--- src/rtl/alu_arbiter_if.sv ---
// Bundles the two requester ports, the shared-ALU drive and return, and the response port.
// The arbiter connects through the slave modport; the environment connects through master.
interface alu_arbiter_if #(
  parameter int BUS_WIDTH = 32
);
  logic                 req0_valid;
  logic                 req1_valid;
  logic                 req0_ready;
  logic                 req1_ready;
  logic [3:0]           req0_opcode;
  logic [3:0]           req1_opcode;
  logic [BUS_WIDTH-1:0] req0_num_0;
  logic [BUS_WIDTH-1:0] req0_num_1;
  logic [BUS_WIDTH-1:0] req1_num_0;
  logic [BUS_WIDTH-1:0] req1_num_1;

  logic [3:0]           alu_opcode;
  logic [BUS_WIDTH-1:0] alu_num_0;
  logic [BUS_WIDTH-1:0] alu_num_1;
  logic [BUS_WIDTH-1:0] alu_num_out;
  logic                 alu_over_flag;
  logic                 alu_zero_flag;
  logic                 alu_greater_flag;
  logic                 alu_equal_flag;

  logic                 rsp_valid;
  logic                 rsp_ready;
  logic                 rsp_id;
  logic                 rsp_err;
  logic [BUS_WIDTH-1:0] rsp_num_out;
  logic [3:0]           rsp_flags;

  modport slave (
    input  req0_valid, req1_valid, req0_opcode, req1_opcode,
           req0_num_0, req0_num_1, req1_num_0, req1_num_1,
           alu_num_out, alu_over_flag, alu_zero_flag, alu_greater_flag, alu_equal_flag,
           rsp_ready,
    output req0_ready, req1_ready,
           alu_opcode, alu_num_0, alu_num_1,
           rsp_valid, rsp_id, rsp_err, rsp_num_out, rsp_flags
  );

  modport master (
    output req0_valid, req1_valid, req0_opcode, req1_opcode,
           req0_num_0, req0_num_1, req1_num_0, req1_num_1,
           alu_num_out, alu_over_flag, alu_zero_flag, alu_greater_flag, alu_equal_flag,
           rsp_ready,
    input  req0_ready, req1_ready,
           alu_opcode, alu_num_0, alu_num_1,
           rsp_valid, rsp_id, rsp_err, rsp_num_out, rsp_flags
  );
endinterface

--- src/rtl/alu_arbiter.sv ---
// Round-robin arbiter sharing one combinational ALU between two requesters.
// Each operation runs IDLE (accept) -> EXEC (ALU settles) -> RESP (held until rsp_ready).
module alu_arbiter #(
  parameter int BUS_WIDTH = 32
) (
  input  logic        clk,
  input  logic        rst_n,
  alu_arbiter_if.slave bus
);

  localparam logic [3:0] OP_NUL = 4'b0000;
  localparam logic [3:0] OP_ADD = 4'b0001;
  localparam logic [3:0] OP_SUB = 4'b0010;
  localparam logic [3:0] OP_XOR = 4'b0011;
  localparam logic [3:0] OP_AND = 4'b0100;
  localparam logic [3:0] OP_OR  = 4'b1000;

  typedef enum logic [1:0] {
    IDLE = 2'd0,
    EXEC = 2'd1,
    RESP = 2'd2
  } state_t;

  state_t               r_state;
  state_t               w_next_state;

  logic                 r_last_grant;
  logic                 r_pend_id;
  logic                 r_pend_err;
  logic [3:0]           r_alu_opcode;
  logic [BUS_WIDTH-1:0] r_alu_num_0;
  logic [BUS_WIDTH-1:0] r_alu_num_1;
  logic                 r_rsp_valid;
  logic                 r_rsp_id;
  logic                 r_rsp_err;
  logic [BUS_WIDTH-1:0] r_rsp_num_out;
  logic [3:0]           r_rsp_flags;

  logic                 w_any_valid;
  logic                 w_grant;
  logic                 w_accept;
  logic [3:0]           w_sel_opcode;
  logic [BUS_WIDTH-1:0] w_sel_num_0;
  logic [BUS_WIDTH-1:0] w_sel_num_1;
  logic                 w_sel_legal;

  function automatic logic is_legal(input logic [3:0] op);
    return (op == OP_NUL) || (op == OP_ADD) || (op == OP_SUB) ||
           (op == OP_XOR) || (op == OP_AND) || (op == OP_OR);
  endfunction

  // On a tie the requester that did not win last time is granted.
  always_comb begin
    // NOTE: every always_comb output gets a default first so no path can infer a latch.
    w_grant     = 1'b0;
    w_any_valid = bus.req0_valid | bus.req1_valid;
    if (bus.req0_valid && bus.req1_valid) w_grant = ~r_last_grant;
    else if (bus.req1_valid)              w_grant = 1'b1;
  end

  // Ready is held low while reset is asserted even though the state already reads IDLE.
  assign w_accept       = rst_n && (r_state == IDLE) && w_any_valid;
  assign bus.req0_ready = w_accept && !w_grant;
  assign bus.req1_ready = w_accept &&  w_grant;

  assign w_sel_opcode = w_grant ? bus.req1_opcode : bus.req0_opcode;
  assign w_sel_num_0  = w_grant ? bus.req1_num_0  : bus.req0_num_0;
  assign w_sel_num_1  = w_grant ? bus.req1_num_1  : bus.req0_num_1;
  assign w_sel_legal  = is_legal(w_sel_opcode);

  always_ff @(posedge clk or negedge rst_n) begin
    if (!rst_n) r_state <= IDLE;
    else        r_state <= w_next_state;
  end

  always_comb begin
    w_next_state = r_state;
    unique case (r_state)
      IDLE:    if (w_accept) w_next_state = EXEC;
      EXEC:    w_next_state = RESP;
      RESP:    if (bus.rsp_ready) w_next_state = IDLE;
      default: w_next_state = IDLE;
    endcase
  end

  // The requester id and error bit wait in r_pend_* so rsp_* only move at the capture edge.
  always_ff @(posedge clk or negedge rst_n) begin
    if (!rst_n) begin
      // NOTE: sequential state uses non-blocking assignments so every register samples pre-edge values.
      r_last_grant  <= 1'b1;
      r_pend_id     <= 1'b0;
      r_pend_err    <= 1'b0;
      r_alu_opcode  <= OP_NUL;
      r_alu_num_0   <= '0;
      r_alu_num_1   <= '0;
      r_rsp_valid   <= 1'b0;
      r_rsp_id      <= 1'b0;
      r_rsp_err     <= 1'b0;
      r_rsp_num_out <= '0;
      r_rsp_flags   <= 4'b0000;
    end else begin
      unique case (r_state)
        IDLE: begin
          if (w_accept) begin
            r_alu_opcode <= w_sel_legal ? w_sel_opcode : OP_NUL;
            r_alu_num_0  <= w_sel_num_0;
            r_alu_num_1  <= w_sel_num_1;
            r_pend_id    <= w_grant;
            r_pend_err   <= !w_sel_legal;
            r_last_grant <= w_grant;
          end
        end
        EXEC: begin
          r_rsp_valid  <= 1'b1;
          r_rsp_id     <= r_pend_id;
          r_rsp_err    <= r_pend_err;
          r_alu_opcode <= OP_NUL;
          if (r_pend_err) begin
            r_rsp_num_out <= '0;
            r_rsp_flags   <= 4'b0000;
          end else begin
            r_rsp_num_out <= bus.alu_num_out;
            r_rsp_flags   <= {bus.alu_over_flag, bus.alu_zero_flag,
                              bus.alu_greater_flag, bus.alu_equal_flag};
          end
        end
        RESP: begin
          if (bus.rsp_ready) r_rsp_valid <= 1'b0;
        end
        default: ;
      endcase
    end
  end

  assign bus.alu_opcode  = r_alu_opcode;
  assign bus.alu_num_0   = r_alu_num_0;
  assign bus.alu_num_1   = r_alu_num_1;
  assign bus.rsp_valid   = r_rsp_valid;
  assign bus.rsp_id      = r_rsp_id;
  assign bus.rsp_err     = r_rsp_err;
  assign bus.rsp_num_out = r_rsp_num_out;
  assign bus.rsp_flags   = r_rsp_flags;

endmodule

--- src/flat_wrapper.sv ---
// flat-port wrapper written by rule: the top's interface ports become plain ports
module alu_arbiter_flat 
#(
  parameter int BUS_WIDTH = 32
)
  (clk, rst_n, bus_req0_valid, bus_req1_valid, bus_req0_opcode, bus_req1_opcode, bus_req0_num_0, bus_req0_num_1, bus_req1_num_0, bus_req1_num_1, bus_alu_num_out, bus_alu_over_flag, bus_alu_zero_flag, bus_alu_greater_flag, bus_alu_equal_flag, bus_rsp_ready, bus_req0_ready, bus_req1_ready, bus_alu_opcode, bus_alu_num_0, bus_alu_num_1, bus_rsp_valid, bus_rsp_id, bus_rsp_err, bus_rsp_num_out, bus_rsp_flags);
  alu_arbiter_if #(.BUS_WIDTH(BUS_WIDTH)) bus_i ();
  input  logic clk;
  input  logic rst_n;
  input wire logic [$bits(bus_i.req0_valid)-1:0] bus_req0_valid;
  input wire logic [$bits(bus_i.req1_valid)-1:0] bus_req1_valid;
  input wire logic [$bits(bus_i.req0_opcode)-1:0] bus_req0_opcode;
  input wire logic [$bits(bus_i.req1_opcode)-1:0] bus_req1_opcode;
  input wire logic [$bits(bus_i.req0_num_0)-1:0] bus_req0_num_0;
  input wire logic [$bits(bus_i.req0_num_1)-1:0] bus_req0_num_1;
  input wire logic [$bits(bus_i.req1_num_0)-1:0] bus_req1_num_0;
  input wire logic [$bits(bus_i.req1_num_1)-1:0] bus_req1_num_1;
  input wire logic [$bits(bus_i.alu_num_out)-1:0] bus_alu_num_out;
  input wire logic [$bits(bus_i.alu_over_flag)-1:0] bus_alu_over_flag;
  input wire logic [$bits(bus_i.alu_zero_flag)-1:0] bus_alu_zero_flag;
  input wire logic [$bits(bus_i.alu_greater_flag)-1:0] bus_alu_greater_flag;
  input wire logic [$bits(bus_i.alu_equal_flag)-1:0] bus_alu_equal_flag;
  input wire logic [$bits(bus_i.rsp_ready)-1:0] bus_rsp_ready;
  output wire logic [$bits(bus_i.req0_ready)-1:0] bus_req0_ready;
  output wire logic [$bits(bus_i.req1_ready)-1:0] bus_req1_ready;
  output wire logic [$bits(bus_i.alu_opcode)-1:0] bus_alu_opcode;
  output wire logic [$bits(bus_i.alu_num_0)-1:0] bus_alu_num_0;
  output wire logic [$bits(bus_i.alu_num_1)-1:0] bus_alu_num_1;
  output wire logic [$bits(bus_i.rsp_valid)-1:0] bus_rsp_valid;
  output wire logic [$bits(bus_i.rsp_id)-1:0] bus_rsp_id;
  output wire logic [$bits(bus_i.rsp_err)-1:0] bus_rsp_err;
  output wire logic [$bits(bus_i.rsp_num_out)-1:0] bus_rsp_num_out;
  output wire logic [$bits(bus_i.rsp_flags)-1:0] bus_rsp_flags;
  assign bus_i.req0_valid = bus_req0_valid;
  assign bus_i.req1_valid = bus_req1_valid;
  assign bus_i.req0_opcode = bus_req0_opcode;
  assign bus_i.req1_opcode = bus_req1_opcode;
  assign bus_i.req0_num_0 = bus_req0_num_0;
  assign bus_i.req0_num_1 = bus_req0_num_1;
  assign bus_i.req1_num_0 = bus_req1_num_0;
  assign bus_i.req1_num_1 = bus_req1_num_1;
  assign bus_i.alu_num_out = bus_alu_num_out;
  assign bus_i.alu_over_flag = bus_alu_over_flag;
  assign bus_i.alu_zero_flag = bus_alu_zero_flag;
  assign bus_i.alu_greater_flag = bus_alu_greater_flag;
  assign bus_i.alu_equal_flag = bus_alu_equal_flag;
  assign bus_i.rsp_ready = bus_rsp_ready;
  assign bus_req0_ready = bus_i.req0_ready;
  assign bus_req1_ready = bus_i.req1_ready;
  assign bus_alu_opcode = bus_i.alu_opcode;
  assign bus_alu_num_0 = bus_i.alu_num_0;
  assign bus_alu_num_1 = bus_i.alu_num_1;
  assign bus_rsp_valid = bus_i.rsp_valid;
  assign bus_rsp_id = bus_i.rsp_id;
  assign bus_rsp_err = bus_i.rsp_err;
  assign bus_rsp_num_out = bus_i.rsp_num_out;
  assign bus_rsp_flags = bus_i.rsp_flags;
  alu_arbiter #(.BUS_WIDTH(BUS_WIDTH)) u_core (.clk(clk), .rst_n(rst_n), .bus(bus_i));
endmodule
--- config.mk ---
export PLATFORM = sky130hd
export DESIGN_NAME = alu_arbiter_flat
export DESIGN_NICKNAME = d
export VERILOG_FILES = /design/src/rtl/alu_arbiter_if.sv /design/src/rtl/alu_arbiter.sv /design/src/flat_wrapper.sv
export SDC_FILE = /design/constraint.sdc
export NUM_CORES = 1
export LEC_CHECK = 0
export CAP_MARGIN = 20
export CORE_ASPECT_RATIO = 0.9
export CORE_MARGIN = 4
export CORE_UTILIZATION = 40
export DETAILED_ROUTE_END_ITERATION = 12
export DONT_BUFFER_PORTS = 1
export GPL_TIMING_DRIVEN = 0
export SLEW_MARGIN = 20
export SYNTH_ARGS = -nofsm -noshare
export SYNTH_HDL_FRONTEND = slang
export SYNTH_SLANG_ARGS = --single-unit
--- constraint.sdc ---
create_clock -name clk -period 1.9 [get_ports clk]
set_input_delay 0.285 -clock clk [delete_from_list [all_inputs] [get_ports clk]]
set_output_delay 0.285 -clock clk [all_outputs]
set_load 0.01 [all_outputs]
# Word level (Yosys, flattened, before mapping)
# Index checks and enable logic that the tools add are counted.
# word_totals
reg_bits	112
latchBits	0
mem_bits_rw	0
mem_bits_ro	0
in_bits	177
out_inout_bits	109
n_memories	0
# op_classes
n_addsub	0
mul	0
n_div	0
order_cmp	0
eq_ne	9
shifts	0
mux	15
bitwise	2
n_reduce_logical	20
# ops
op	n
$mux 32	3
$mux 4	4
$eq 4x2->1 const B	2
$pmux 4 s2	1
$reduce_and 2->1	4
$pmux 2 s3	1
$logic_and 1x1->1	5
$logic_or 1x1->1	5
$eq 4x1->1 const B	1
$eq 4x3->1 const B	1
$eq 4x4->1 const B	1
$logic_not 4->1	1
$mux 2	2
$reduce_bool 2->1	2
$mux 1	3
$eq 2x1->1 const B	1
$eq 2x2->1 const B	1
$logic_not 1->1	2
$logic_not 2->1	1
$ne 2x1->1 const B	1
$ne 2x2->1 const B	1
$pmux 1 s2	1
$not 1->1	1
$or 1x1->1	1

# Depth between registers and ports, before layout
# depth
ltp_word	12
depth_mapped	7
mapped_depth_nobuf	4

# Least setup slack after synthesis
# OpenSTA, ideal clock, no wires.
# synth_path
path_kind	register to register
startpoint	register u_core.r_last_grant
endpoint	register u_core.r_alu_num_0[10], in the netlist u_core.bus.alu_num_0[10]
setup_ns	0.125
t_arrival_ns	1.522
required_ns	1.775
path_slack_ns	0.253
path_stages_with_launch	6
path_buffers	2
path_cell_list	dfstp_2 -> a21boi_2 -> buf_4 -> buf_2 -> mux2_2 -> mux2_4
# synth_via
elab_chain_cells	3
# synth_rtl
item	line	rtl
start, declared	alu_arbiter.sv:27	logic r_last_grant;
start signal, assigned	alu_arbiter.sv:110	r_last_grant <= w_grant;
$not 1->1	alu_arbiter.sv:57	if (bus.req0_valid && bus.req1_valid) w_grant = ~r_last_grant;
$mux 1	alu_arbiter.sv:57	
$mux 32	alu_arbiter.sv:67	assign w_sel_num_0 = w_grant ? bus.req1_num_0 : bus.req0_num_0;
end signal, assigned	alu_arbiter.sv:106	r_alu_num_0 <= w_sel_num_0;
end, declared	alu_arbiter.sv:31	logic [BUS_WIDTH-1:0] r_alu_num_0;
# No other way between the ends.
# A chain may end at the register's enable or synchronous reset.

# Final worst setup path
# layout_path
startpoint	register u_core.r_state[0]
endpoint	output port bus_req1_ready
# layout_via
elab_chain_cells	4
# layout_rtl
item	line	rtl
start, declared	alu_arbiter.sv:24	state_t r_state;
start signal, assigned	alu_arbiter.sv:73	else r_state <= w_next_state;
$logic_not 2->1	alu_arbiter.sv:62	assign w_accept = rst_n && (r_state == IDLE) && w_any_valid;
$logic_and 1x1->1 (2 in a row)	alu_arbiter.sv:62	
$logic_and 1x1->1	alu_arbiter.sv:64	assign bus.req1_ready = w_accept && w_grant;
end, declared	flat_wrapper.sv:25	output wire logic [$bits(bus_i.req1_ready)-1:0] bus_req1_ready;
# No other way between the ends.

==> flow_metrics.tcl <==
set metrics [dict create \
    hold_ws_ns -0.364 \
    cts_root_buf "clkbuf_16" \
    slew_headroom 0.675 \
    hp-class "primary input to async pin" \
    r2r_end "u_core.bus.alu_num_1[1]$_DFFE_PN0P_" \
    dieArea_mm2 0.0154 \
    critPathCaptureType "output port" \
    worstMarginPinSlew_ns 0.487 \
    setup_viol_count_final 0 \
    cp.arrival_ns 1.55 \
    dp_cells 587 \
    ant_nets 0 \
    timing.fmax_mhz 545 \
    status "finished with violations" \
    final_max_slew_viol_count 0 \
    ys_ff_latch 112 \
    drc 0 \
    cts_buffers 9 \
    grt_remaining_overflow 0 \
    r2r-start "u_core.r_state[0]$_DFFE_PN0P_" \
    final_cell_mix "mux2_2, dfrtp_1, nand2_1, o21ai_0, nand2b_1" \
    reg2reg_slack_ns 0.10 \
    final_cells 611 \
    min_period_ns 1.84 \
    ioPinCount 286 \
    htree_levels 3 \
    syn_to_final_growth_pct 11.1 \
    power.leakage_uw 0.00255 \
    clockBufferDepth 2 \
    drive_above_1_share 0.396 \
    critPathKind "flop to output port" \
    grt_usage 0.161 \
    p_per_area_mw_per_mm2 1490 \
    synth_area_per_cell_um2 12.7 \
    rows 39 \
    syn_inst 423 \
    hold_violations 112 \
    port_buffers 0 \
    crit_fanout 13 \
    min_period_over_period 0.966 \
    grt_max_degree 114 \
    layout_commonest_cell "mux2_2" \
    tritoncts "done" \
    core_area_mm2 0.0129 \
    clkTransAtPathRegs_ns 0.07 \
    violations "hold timing" \
    initialDrtViolationCount 105 \
    finClkSkew_ns 0.00647 \
    clkLatencyLatePin_ns 0.34 \
    critPathRequiredTime_ns 1.62 \
    start_util 0.416 \
    cts_sinks 112 \
    netlist_area_mm2 0.00538 \
    routedWlPerCell_um 20.9 \
    dp_hpwl_um 9950 \
    vias_per_cell 5.34 \
    final_util 0.462 \
    routed_wl_um 12800 \
    final_area_mm2 0.00597 \
    die_w_um 130 \
    grt_pass1_wl_um 19200 \
    synth-seq-area-share 0.522 \
    grt_pass1_vias 3347 \
    nets 619 \
    yosysUniqueCellTypes 28 \
    placed_area_mm2 0.00558 \
    antenna_cells 0 \
    reg2regPathDepth 6 \
    yosys_warnings 0 \
    die_height_um 118 \
    start_kind "flop" \
    antenna_found_initial 0 \
    routabilityCongestion 0.773 \
    syn_nets 600 \
    dr_total_vias 3263 \
    cap_violations 0 \
    ir_drop_mv 0.798 \
    drt_first_pass_iters 4 \
]
-- worst max-delay path, stage by stage (launching register included) --
cell,delay [ns]
dfrtp_2,0.42
or3_4,0.39
buf_6,0.15
clkinv_8,0.08
and2_4,0.16
-- layer usage --
metal | GRT usage | routed length, um
met1 | 0.187 | 4700
met2 | 0.273 | 6670
met4 | 0.0435 | 197
met3 | 0.0662 | 1230
met5 | 0 | 0
-- power by group --
part,internal (uW),total [uW],leakage [uW],switching [uW]
combinational,1390,2270,0.00105,884
clock,1020,1840,0.000134,812
sequential,3470,4820,0.00136,1340
total,5890,8920,0.00255,3040
-- state kept, by name, summed over array words and instances, names as in the netlist --
register                cells
u_core.bus.alu_num_1       32
u_core.r_last_grant         1
u_core.bus.rsp_num_out     32
u_core.bus.alu_opcode       4
u_core.bus.alu_num_0       32
u_core.r_pend_id            1
u_core.bus.rsp_valid        1
u_core.bus.rsp_id           1
u_core.bus.rsp_flags        4
u_core.bus.rsp_err          1
u_core.r_pend_err           1
u_core.r_state              2
-- area by class of cell --
| cell class | count | area (um2) |
|---|---|---|
| plain buffers | 26 | 196 |
| clock buffers | 13 | 240 |
| clock inverters | 3 | 42.5 |
| fillers | 1176 | 6960 |
| inverters | 7 | 38.8 |
| multi-input cells | 276 | 2370 |
| flip-flops and latches | 112 | 2810 |
| well taps | 164 | 205 |
| repair buffers | 10 | 75.1 |
-- per-stage QoR --
stage	hold slack [ns]	total power [uW]	setup slack, ns	setup TNS (ns)
2_1_floorplan	-0.0106	6430	0.253	0
3_3_place_gp	-0.00787	7040	-0.0919	-1.02
3_5_place_dp	-0.00788	7140	-0.0763	-1.09
4_1_cts	-0.388	9030	-0.0230	-0.0230
5_1_grt	-0.395	9500	-0.00597	-0.00597
6_report	-0.364	8920	0.0645	0
-- Yosys cell counts --
master,number,area share
nand2b_1,37,0.043
a21boi_2,1,0.0021
o21ai_1,1,0.00093
nor2b_1,4,0.0047
o21ai_0,38,0.035
clkinv_4,1,0.0016
dfstp_2,1,0.0049
buf_6,1,0.0021
buf_12,3,0.011
mux2i_1,6,0.011
buf_4,7,0.0098
o32ai_1,4,0.0065
clkbuf_1,9,0.0063
buf_2,2,0.0019
mux2_4,20,0.056
nor2_1,6,0.0042
dfrtp_1,111,0.52
nand2_1,38,0.027
buf_1,6,0.0042
o41ai_1,1,0.0016
a21oi_1,2,0.0019
and2_1,1,0.0012
o31ai_1,1,0.0014
mux2_2,113,0.24
inv_1,6,0.0042
or3_1,1,0.0012
a2111oi_0,1,0.0016
and3_1,1,0.0012
-- worst max path at each step --
| stage | start | endpoint | slack, ns |
|---|---|---|---|
| finish | u_core.r_state[0]$_DFFE_PN0P_ | bus_req1_ready | 0.06 |
| global route | u_core.r_state[1]$_DFFE_PN0P_ | bus_req1_ready | -0.006 |
| CTS | u_core.r_last_grant$_DFFE_PN1P_ | bus_req1_ready | -0.02 |
| detailed placement | u_core.r_last_grant$_DFFE_PN1P_ | u_core.bus.alu_num_0[10]$_DFFE_PN0P_ | -0.08 |
| global placement | u_core.r_last_grant$_DFFE_PN1P_ | u_core.bus.alu_num_0[10]$_DFFE_PN0P_ | -0.09 |
| floorplan | u_core.r_last_grant$_DFFE_PN1P_ | u_core.bus.alu_num_0[10]$_DFFE_PN0P_ | 0.25 |
-- repair_timing --
action | CTS | global route
gates cloned | 0 | 0
pin swaps | 0 | 2
gates resized for setup | 6 | 7
endpoints found under the hold margin | 112 | 112
setup buffers | 0 | 10
setup endpoints to repair | 40 | 41
-- cells by family after synthesis --
logic type / Yosys count / share of synthesized area
flip-flops: 112 / 0.522
AO/OA/AOI/OAI: 49 / 0.0514
AND/OR/NAND/NOR: 88 / 0.0819
buffers and inverters: 35 / 0.0412
multiplexers: 139 / 0.304
Power figures use the tool's default switching activity.
==> edit 1 (same settings) <==
Re-encode `state_t` (3 states) as one-hot, 3 bits wide.
--- a/src/rtl/alu_arbiter.sv
+++ b/src/rtl/alu_arbiter.sv
@@ -15,10 +15,10 @@
   localparam logic [3:0] OP_AND = 4'b0100;
   localparam logic [3:0] OP_OR  = 4'b1000;
 
-  typedef enum logic [1:0] {
-    IDLE = 2'd0,
-    EXEC = 2'd1,
-    RESP = 2'd2
+  typedef enum logic [2:0] {
+    IDLE = 3'b001,
+    EXEC = 3'b010,
+    RESP = 3'b100
   } state_t;
 
   state_t               r_state;
Behaviour: no difference found for any inputs over 4 cycles, from zero or initial values and one cycle with rst_n low; so few cycles prove little.
==> edit 1 against the original RTL <==
The flow finishes with violations (hold timing, setup timing); total power is 20% higher; cell area is 10% higher; worst setup slack worse by 0.12 ns; synthesized cell count grew 3.5%; register-to-register slack got worse by 0.12 ns; clock power is 73% higher; routed wire length rose by 15%; sequential cell count grew 1; synthesized area decreased by 7.2%; die area down 6.7%; maximum frequency down 6.2%; largest cell class unchanged.
==> edit 1: results (changes against the original RTL) <==
metric	value	unit	change
dpl.cell_count	598		+1.9%
r2r_cells	7		+1
synth_nets	615		+2.5%
finalSetupViolations	4		+4
status	complete, but fails checks		
hold_viol	113		+0.89%
reg2reg_from	u_core.r_state[0]		
fin_skew	0.00658	ns	+0.000103 ns
crit_end	bus_req0_ready		
grt_usage	20.4	%	+4.2 points
cp_max_fo	5		-8
post_synth_inst_count	438		+3.5%
numCtsBuffers	17		+8
insertion_delay	0.40	ns	+0.06 ns
fillCellCount	1065		-9.4%
setup_ws	-0.0571	ns	-0.122 ns
grt_pass1_vias	4134		+24%
via_per_inst	5.51		+3.2%
clkTransAtPathRegs	0.05	ns	-0.02 ns
via_count	3876		+19%
vdd_drop_max	0.000973	V	+22%
wl_met1	5420	um	+15%
whs	-0.420	ns	-0.0554 ns
gr-usage-met3	6.93	%	+0.30 points
violations	hold timing, setup timing		
edit 1: critical path: cells and delay by family (launching register included):
kind            cells  cell delay, ns
flops               1            0.53
compound gates      1            0.12
simple gates        2            0.47
buf+inv             1            0.15
edit 1: logic make-up after synthesis:
kind of cell | synth area share (%)
buffers and inverters | 5.02
AOI/OAI and AO/OA | 27.3
DFF | 56.7
and+or+nand+nor | 9.88
muxes | 1.05
edit 1: layout make-up:
class                           instances  area [um^2]  share of cell area [%]
Multi-Input combinational cell        284         1920                    29.2
Timing Repair Buffer                   76          761                    11.6
Inverter                                6         22.5                   0.343
Sequential cell                       113         2830                    43.1
Clock buffer                           22          464                    7.06
Buffer                                 32          240                    3.66
Clock inverter                         10          134                    2.04
Tap cell                              160          200                    3.05
edit 1: power breakdown:
part | total, mW | internal (mW) | switching, mW
Sequential | 4.91 | 3.52 | 1.39
Clock | 3.18 | 2.12 | 1.06
Combinational | 2.58 | 1.51 | 1.07
edit 1: through the flow:
step	power [mW]	hold slack (ns)	TNS [ns]
5_1_grt	11.3	-0.447	-3.87
2_1_floorplan	6.58	-0.0106	0
4_1_cts	10.7	-0.442	-0.0973
3_3_place_gp	7.19	-0.00812	-0.570
6_report	10.7	-0.420	-0.112
3_5_place_dp	7.31	-0.00800	-2.72
edit 1: repair_timing:
| action | CTS | global route |
|---|---|---|
| cloned | 2 | 0 |
| buffers inserted | 10 | 2 |
| resized for setup | 12 | 12 |
| endpoints found under the setup margin | 64 | 84 |
| hold endpoints to repair | 176 | 113 |
| pin swaps | 2 | 1 |
==> edit 2 (config.mk and constraints unchanged) <==
Made on the original files. `BUS_WIDTH` is set to 32 in 3 places; all go to 24.
--- a/src/rtl/alu_arbiter_if.sv
+++ b/src/rtl/alu_arbiter_if.sv
@@ -1,7 +1,7 @@
 // Bundles the two requester ports, the shared-ALU drive and return, and the response port.
 // The arbiter connects through the slave modport; the environment connects through master.
 interface alu_arbiter_if #(
-  parameter int BUS_WIDTH = 32
+  parameter int BUS_WIDTH = 24
 );
   logic                 req0_valid;
   logic                 req1_valid;
--- a/src/rtl/alu_arbiter.sv
+++ b/src/rtl/alu_arbiter.sv
@@ -1,7 +1,7 @@
 // Round-robin arbiter sharing one combinational ALU between two requesters.
 // Each operation runs IDLE (accept) -> EXEC (ALU settles) -> RESP (held until rsp_ready).
 module alu_arbiter #(
-  parameter int BUS_WIDTH = 32
+  parameter int BUS_WIDTH = 24
 ) (
   input  logic        clk,
   input  logic        rst_n,
--- a/src/flat_wrapper.sv
+++ b/src/flat_wrapper.sv
@@ -1,7 +1,7 @@
 // flat-port wrapper written by rule: the top's interface ports become plain ports
 module alu_arbiter_flat 
 #(
-  parameter int BUS_WIDTH = 32
+  parameter int BUS_WIDTH = 24
 )
   (clk, rst_n, bus_req0_valid, bus_req1_valid, bus_req0_opcode, bus_req1_opcode, bus_req0_num_0, bus_req0_num_1, bus_req1_num_0, bus_req1_num_1, bus_alu_num_out, bus_alu_over_flag, bus_alu_zero_flag, bus_alu_greater_flag, bus_alu_equal_flag, bus_rsp_ready, bus_req0_ready, bus_req1_ready, bus_alu_opcode, bus_alu_num_0, bus_alu_num_1, bus_rsp_valid, bus_rsp_id, bus_rsp_err, bus_rsp_num_out, bus_rsp_flags);
   alu_arbiter_if #(.BUS_WIDTH(BUS_WIDTH)) bus_i ();
Ports: changed (8 resized); port bits go from 286 to 222. No check against the original RTL was run, so the function may have changed too.
==> edit 2 against the original RTL <==
The flow still finishes with violations (hold timing); first-iteration DRC count decreased by 29%; sequential cell count fell by 24; sequential power down 23%; core utilization decreased by 0.30 points; synthesized area fell by 22%; total power is 20% lower; cell area fell by 21%; routed wire length down 25%; non-clock buffer count fell by 9; worst setup slack lost 0.019 ns.
==> edit 2: results (changes against the original RTL) <==
metric	value	unit	change
status	complete, but fails checks		
violations	hold timing		
r2r-end	u_core.bus.alu_num_0[8]		
dp_hpwl	7300	um	-27%
post_dp_cell_area	0.00438	mm^2	-22%
r2r_setup_slack	0.14	ns	+0.04 ns
drive_gt1_share	37.5	%	-2.1 points
r2r_cells	4		-2
grt_max_degree	90		-21%
ys_top_cells_by_count	mux2_2, dfrtp_1, nand2_1, o21ai_0, nand2b_1		
arrival	1.57	ns	+0.02 ns
grt_pass1_wl	14700	um	-23%
synth_area_leaders	dfrtp_1, mux2_2, nand2b_1		
numCtsBuffers	9		unchanged
startpoint	u_core.r_state[1]		
first_iter_violations	75		-29%
dpl.cell_count	465		-21%
grt_usage	15.5	%	-0.61 points
ys_types	29		+3.6%
power_leakage	2.01	nW	-21%
nets	490		-21%
fin_skew	0.00499	ns	-0.00149 ns
port_buffers	0		unchanged
whs	-0.348	ns	+0.0169 ns
synth_area_per_cell	12.6	um^2	-1.2%
wl_per_cell	19.8	um	-5.7%
hold_viol	88		-21%
slew_headroom	71.8	%	+4.3 points
vdd_drop_max	0.000690	V	-14%
final_cells	484		-21%
slowest_stage	dfrtp_1		
synth_seq_area_share	52.2	%	+0.075 points
cp_max_fo	7		-6
critPathMaxStageDelay	0.39	ns	-0.03 ns
reg2reg_from	u_core.r_last_grant		
==> edit 2: worst max-delay path, delay by kind of cell, from the launching register on <==
family	cells	cell delay (ns)
flip-flops	1	0.39
buffers and inverters	3	0.32
AND/OR/NAND/NOR	2	0.53
==> edit 2: cell families after synthesis <==
| kind of cell | count (synthesis) | synth area share, % |
|---|---|---|
| AO/OA/AOI/OAI | 41 | 5.70 |
| buffers and inverters | 28 | 4.51 |
| multiplexers | 107 | 29.0 |
| flip-flops | 88 | 52.2 |
| AND/OR/NAND/NOR | 72 | 8.54 |
==> edit 2: metal layers <==
| layer | up-vias | global-route usage [%] | routed length (um) | part of all wire (%) |
|---|---|---|---|---|
| li1 | 1188 | - | - | - |
| met1 | 1240 | 18.5 | 3640 | 38 |
| met2 | 133 | 25.3 | 4710 | 49 |
| met3 | 9 | 7.00 | 1090 | 11 |
| met4 | 0 | 4.23 | 110 | 1.2 |
| met5 | - | 0 | 0 | 0 |
==> edit 2: cell type report <==
cell class / count / share of cell area, %
clock inverters: 1 / 0.636
repair buffers: 6 / 0.954
clock buffers: 12 / 5.22
multi-input cells: 220 / 39.0
well taps: 129 / 3.42
plain buffers: 21 / 3.31
flip-flops and latches: 88 / 46.7
inverters: 7 / 0.822
==> edit 2: where the power goes <==
group | internal [mW] | switching (mW) | total [mW]
Combinational | 1.02 | 0.687 | 1.71
Clock | 1.03 | 0.653 | 1.69
Sequential | 2.72 | 1.01 | 3.73
==> edit 2: worst max path at each step <==
stage / to / slack (ns) / depth (start not counted)
floorplan: u_core.bus.alu_num_0[10] / 0.33 / 5
global placement: u_core.bus.alu_num_0[8] / 0.06 / 4
detailed placement: u_core.bus.alu_num_0[6] / 0.04 / 4
CTS: bus_req1_ready / 0.01 / 5
global route: bus_req1_ready / -0.006 / 5
finish: bus_req1_ready / 0.05 / 5
==> edit 2: timing repair <==
| action | 4_1_cts | 5_1_grt |
|---|---|---|
| endpoints found under the hold margin | 88 | 88 |
| gates resized for setup | 1 | 3 |
| setup buffers | 3 | 3 |
| endpoints found under the setup margin | 1 | 36 |
==> edit 2: metrics by stage <==
stage                     setup WS [ns]  hold slack [ns]  setup TNS [ns]  utilization, %
after global routing           -0.00624           -0.372        -0.00624            45.9
after global placement           0.0562         -0.00863               0            42.6
after floorplan                   0.326          -0.0106               0               -
final                            0.0455           -0.348               0            45.9
after CTS                       0.00972           -0.366               0            45.5
after detailed placement         0.0380         -0.00906               0            42.6
